==> src/rtl/multicast_dispatch_arbiter.sv <==
// Round-robin arbiter that hands one multicast command channel to NUM_REQ requesters,
// broadcasts the latched data word to the masked targets and acknowledges once all accept.
module multicast_dispatch_arbiter #(
  parameter int NUM_REQ    = 2,
  parameter int NUM_TARGET = 4,
  parameter int DATA_WIDTH = 32,
  localparam int ID_WIDTH  = (NUM_REQ > 1) ? $clog2(NUM_REQ) : 1
) (
  input  logic                             clk,
  input  logic                             rst,
  input  logic                             en,
  input  logic [NUM_REQ-1:0]               req_valid,
  output logic [NUM_REQ-1:0]               req_ready,
  input  logic [NUM_REQ*NUM_TARGET-1:0]    req_mask,
  input  logic [NUM_REQ*DATA_WIDTH-1:0]    req_data,
  output logic [NUM_TARGET-1:0]            tgt_valid,
  input  logic [NUM_TARGET-1:0]            tgt_ready,
  output logic [NUM_TARGET*DATA_WIDTH-1:0] tgt_data,
  output logic                             busy,
  output logic [ID_WIDTH-1:0]              cur_id
);

  typedef enum logic [1:0] {IDLE, ISSUE, DONE} state_t;

  state_t                state_reg, state_next;
  logic [NUM_TARGET-1:0] pending_reg, pending_next;
  logic [DATA_WIDTH-1:0] data_reg, data_next;
  logic [ID_WIDTH-1:0]   cur_id_reg, cur_id_next;
  logic [ID_WIDTH-1:0]   rr_ptr_reg, rr_ptr_next;

  logic [NUM_TARGET-1:0] mask_arr [NUM_REQ];
  logic [DATA_WIDTH-1:0] data_arr [NUM_REQ];
  logic [ID_WIDTH-1:0]   cand     [NUM_REQ];
  logic                  grant_found;
  logic [ID_WIDTH-1:0]   grant_id;

  // cand[gi] is the requester index gi steps after rr_ptr, wrapped modulo NUM_REQ.
  for (genvar gi = 0; gi < NUM_REQ; gi++) begin : gen_req
    logic [ID_WIDTH:0] sum;
    assign mask_arr[gi] = req_mask[(gi+1)*NUM_TARGET-1 -: NUM_TARGET];
    assign data_arr[gi] = req_data[(gi+1)*DATA_WIDTH-1 -: DATA_WIDTH];
    assign sum          = {1'b0, rr_ptr_reg} + (ID_WIDTH+1)'(gi);
    assign cand[gi]     = (sum >= (ID_WIDTH+1)'(NUM_REQ))
                          ? ID_WIDTH'(sum - (ID_WIDTH+1)'(NUM_REQ))
                          : sum[ID_WIDTH-1:0];
  end

  // Walk candidates from farthest to nearest so the nearest valid one wins.
  always_comb begin
    grant_found = 1'b0;
    grant_id    = '0;
    for (int k = NUM_REQ - 1; k >= 0; k--) begin
      if (req_valid[cand[k]]) begin
        grant_found = 1'b1;
        grant_id    = cand[k];
      end
    end
  end

  always_comb begin
    state_next   = state_reg;
    pending_next = pending_reg;
    data_next    = data_reg;
    cur_id_next  = cur_id_reg;
    rr_ptr_next  = rr_ptr_reg;
    tgt_valid    = '0;
    req_ready    = '0;
    busy         = (state_reg != IDLE);
    case (state_reg)
      IDLE: begin
        if (en && grant_found) begin
          data_next    = data_arr[grant_id];
          cur_id_next  = grant_id;
          pending_next = mask_arr[grant_id];
          rr_ptr_next  = (grant_id == ID_WIDTH'(NUM_REQ - 1)) ? '0 : grant_id + 1'b1;
          state_next   = (mask_arr[grant_id] == '0) ? DONE : ISSUE;
        end
      end
      ISSUE: begin
        tgt_valid    = pending_reg;
        pending_next = pending_reg & ~tgt_ready;
        if (pending_next == '0) state_next = DONE;
      end
      DONE: begin
        req_ready[cur_id_reg] = 1'b1;
        state_next            = IDLE;
      end
      default: state_next = IDLE;
    endcase
    // Outputs read as idle for the whole cycle in which reset is requested.
    if (rst) begin
      tgt_valid = '0;
      req_ready = '0;
      busy      = 1'b0;
    end
  end

  always_ff @(posedge clk) begin
    if (rst) begin
      state_reg   <= IDLE;
      pending_reg <= '0;
      data_reg    <= '0;
      cur_id_reg  <= '0;
      rr_ptr_reg  <= '0;
    end else begin
      state_reg   <= state_next;
      pending_reg <= pending_next;
      data_reg    <= data_next;
      cur_id_reg  <= cur_id_next;
      rr_ptr_reg  <= rr_ptr_next;
    end
  end

  for (genvar gi = 0; gi < NUM_TARGET; gi++) begin : gen_tgt
    assign tgt_data[(gi+1)*DATA_WIDTH-1 -: DATA_WIDTH] = rst ? '0 : data_reg;
  end

  assign cur_id = rst ? '0 : cur_id_reg;

endmodule
==> config.mk <==
export PLATFORM = sky130hd
export DESIGN_NAME = multicast_dispatch_arbiter
export DESIGN_NICKNAME = d
export VERILOG_FILES = /design/src/rtl/multicast_dispatch_arbiter.sv
export SDC_FILE = /design/constraint.sdc
export NUM_CORES = 1
export LEC_CHECK = 0
export CAP_MARGIN = 20
export CORE_MARGIN = 2
export CORE_UTILIZATION = 37
export CTS_CLUSTER_SIZE = 8
export DETAILED_ROUTE_END_ITERATION = 10
export PLACE_DENSITY = 0.86
export SYNTH_ARGS = -nofsm -noshare
export SYNTH_HDL_FRONTEND = slang
export SYNTH_SLANG_ARGS = --single-unit
==> constraint.sdc <==
create_clock -name clk -period 3.2 [get_ports clk]
set_input_delay 0.32 -clock clk [delete_from_list [all_inputs] [get_ports clk]]
set_output_delay 0.32 -clock clk [all_outputs]
set_load 0.01 [all_outputs]
==> flow_summary_export.csv <==
group,metric,value,unit
routing,detail_route.vias_per_cell,4.731,
cells_and_area,fin_nets,565,
timing,finalHoldViolCount,0,
routing,drt-wirelength-per-cell,13.93,um
timing,slew_viol_final,0,
cts,cts.repair_timing.setup_buffer_count,0,
power_and_ir_drop,vdd_ir_drop_max,0.0001537,V
timing,timing_worst_slew_pin_value,0.8228,ns
logic_synthesis,synth.net_count,456,
timing,fin_crit,2.247,ns
timing,fin_skew,0.004786,ns
cells_and_area,final_area,4523,sq um
critical_path,ff2ff_path_depth,4,
power_and_ir_drop,static-leakage-power,1.618,nW
routing,route.antenna.remaining_nets,0,
cells_and_area,syn2layout_area_growth,55.22,%
routing,drc,0,
critical_path,crit-reg2reg-capture,"pending_reg[1]$_SDFFE_PP0P_",
timing,rsz0062_at_grt,"no",
timing,accumulated_negative_setup_slack,0,ns
logic_synthesis,syn-cell-area,2914,sq um
floorplanning,dieWidth,92.75,um
logic_synthesis,syn_area_per_cell,7.771,sq um
floorplanning,die_span_in_y,92.75,um
floorplanning,fp.dieArea,8602,sq um
floorplanning,initial_utilization,37.91,%
global_routing,grt_use_total,18.26,%
routing,routed_wl,8.174,mm
cts,cts-htree-levels,2,
outcome,run_status,"finished clean",
critical_path,worst_r2r_startpoint,"state_reg[0]$_SDFFE_PP0P_",
cts,cts-buffers-inserted,5,
global_routing,grt_antenna_before_repair,0,
cells_and_area,final_cell_mix,"sky130_fd_sc_hd__clkdlybuf4s50_1, sky130_fd_sc_hd__nand2_1, sky130_fd_sc_hd__nor2_1",
placement,gp_congestion,0.7621,
cts,clk_pin_slew,0.08,ns
cells_and_area,largest_reg_flops,32,
cells_and_area,final_common_cell,"sky130_fd_sc_hd__clkdlybuf4s50_1",
cells_and_area,fill_cells,692,
critical_path,timing.critical_path.arrival,1.93,ns
hold_path,hold_depth,2,
cells_and_area,final_cells,587,
timing,final.setup.worst_slack,0.9526,ns
timing,finalCritPeriodShare,70.23,%
cts,post_cts_hold_buffer_count,0,
cts,cts-resized-gates,0,
floorplanning,std_cell_rows,32,
global_routing,vias_in_the_first_global_route,2662,
floorplanning,core_region_area,7687,sq um
critical_path,timing.critical_path.slowest_cell_delay,0.63,ns
critical_path,worstSetupPathType,"primary input to primary output",
placement,detailed_place_hpwl,6.302,mm
cts,cts_tree,"done",
timing,setup_viol_count_final,0,
timing,maxSlewHeadroom,45.15,%
job,max_cap_violations,0,
routing,drt-initial-drc-count,84,
cells_and_area,diodes,0,
hold_path,hp-class,"flip-flop to flip-flop",
critical_path,critPathMaxFanout,43,
cts,cts.sink_count,40,
cts,clkLatencyLatePin,0.28,ns
floorplanning,ioPinCount,217,
cts,ctsLongestPathBuffers,2,
cells_and_area,drive_above_1_share,7.010,%
global_routing,grt_start_max_net_pins,76,
placement,portBuffers,216,
global_routing,grt_remaining_overflow,0,
logic_synthesis,yosysUniqueCellTypes,25,
logic_synthesis,yosys_register_bits,40,
cts,cts.root.buffer_cell,"sky130_fd_sc_hd__clkbuf_8",
placement,preCtsSetupSlack,0.9307,ns
critical_path,cp_capture_type,"primary output",
placement,dpl_cell_area,4433,sq um
routing,first_pass_iters,4,
global_routing,grt_pass1_wl,12.70,mm
critical_path,worst-endpoint-required,2.88,ns
logic_synthesis,number_of_standard_cells_after_synthesis,375,
logic_synthesis,sequential_cell_area_fraction_in_the_yosys_report,27.48,%
hold_path,hold_start,"data_reg[22]$_SDFFE_PP0P_",
routing,detailroute.via_count,2777,
critical_path,worst_path_max_delay_cell,"sky130_fd_sc_hd__clkdlybuf4s50_1",
hold_path,timing.hold.worst_endpoint,"data_reg[22]$_SDFFE_PP0P_",
logic_synthesis,ys_warn_count,0,
critical_path,setup.reg_to_reg.worst_slack,1.59,ns
critical_path,worstSetupStartpointType,"primary input",
placement,dp_cell_count,579,
critical_path,timing.critical_path.cells,"buf_2, buf_12, nor2b_1, clkdlybuf4s50_1",
power_and_ir_drop,power_density_over_the_cells,338.9,nW/um^2
timing,max_freq,445.0,MHz
==> metal layers <==
metal | routed length [um] | GRT usage [%] | up-vias
met1 | 3276 | 20.80 | 1265
li1 | - | - | 1358
met5 | 0 | 0 | -
met3 | 628 | 4.963 | 19
met4 | 159 | 5.882 | 0
met2 | 4111 | 32.97 | 135
==> cell usage after synthesis <==
cell	instances	area share (%)
sky130_fd_sc_hd__nor3b_1	1	0.26
sky130_fd_sc_hd__nor4_1	2	0.43
sky130_fd_sc_hd__o22ai_1	3	0.64
sky130_fd_sc_hd__and3b_1	1	0.30
sky130_fd_sc_hd__nor2_1	45	5.8
sky130_fd_sc_hd__nand2b_1	1	0.21
sky130_fd_sc_hd__or2_2	1	0.21
sky130_fd_sc_hd__a311oi_1	16	4.8
sky130_fd_sc_hd__nor2b_1	35	7.5
sky130_fd_sc_hd__a21oi_1	4	0.69
sky130_fd_sc_hd__buf_1	3	0.39
sky130_fd_sc_hd__a311oi_2	20	10
sky130_fd_sc_hd__buf_6	2	0.77
sky130_fd_sc_hd__buf_2	6	1.0
sky130_fd_sc_hd__a32o_1	1	0.34
sky130_fd_sc_hd__inv_1	4	0.52
sky130_fd_sc_hd__and2_1	1	0.21
sky130_fd_sc_hd__clkbuf_1	10	1.3
sky130_fd_sc_hd__buf_4	98	25
sky130_fd_sc_hd__mux2i_1	2	0.69
sky130_fd_sc_hd__nor4b_2	1	0.52
sky130_fd_sc_hd__a211oi_1	1	0.26
sky130_fd_sc_hd__nand2_1	76	9.8
sky130_fd_sc_hd__dfxtp_1	40	27
sky130_fd_sc_hd__nor4b_1	1	0.30
==> where the power goes <==
group	internal, mW	switching (mW)	total [mW]
sequential	0.549	0.0246	0.573
clock	0.176	0.172	0.348
combinational	0.343	0.268	0.611
==> worst max-delay path: cells and delay by family <==
| family | cells | cell delay [ns] |
|---|---|---|
| buffers and inverters | 3 | 1.28 |
| AND/OR/NAND/NOR | 1 | 0.29 |
==> stage by stage <==
step / hold slack [ns] / power (mW) / utilization [%]
detailed placement: 0.4857 / 1.200 / 57.67
floorplan: 0.4718 / 0.9600 / -
CTS: 0.4962 / 1.553 / 58.84
global route: 0.5178 / 1.626 / 58.84
global placement: 0.4807 / 1.186 / 57.67
finish: 0.4942 / 1.533 / 58.84
==> final cells by class <==
type                    count  area (sq um)  share of cell area [%]
repair buffers            221          2220                   49.07
clock buffers               8         90.09                   1.992
multi-input cells         212          1270                   28.08
well taps                 102         127.6                   2.822
inverters                   4         15.01                  0.3320
flip-flops and latches     40         800.8                   17.70
==> cell families (layout without fill, tap and decap cells) <==
| kind of cell | count (synthesis) | count (layout) | share of synthesized area [%] |
|---|---|---|---|
| mux | 2 | 2 | 0.6870 |
| flops | 40 | 40 | 27.48 |
| compound gates | 45 | 45 | 17.05 |
| buf+inv | 123 | 233 | 29.24 |
| simple gates | 165 | 165 | 25.55 |
==> how the worst max path moves through the flow <==
stage                                to  slack, ns  startpoint  depth (start not counted)
final                      tgt_data[70]       0.95         rst                          4
after global routing       tgt_data[70]       0.83         rst                          4
after CTS                  tgt_data[70]       0.93         rst                          4
after detailed placement   tgt_data[70]       0.93         rst                          4
after global placement     tgt_data[31]        1.0         rst                          4
after floorplan           tgt_data[100]       1.69         rst                          4
No activity file was read; power rests on OpenSTA's default activity.
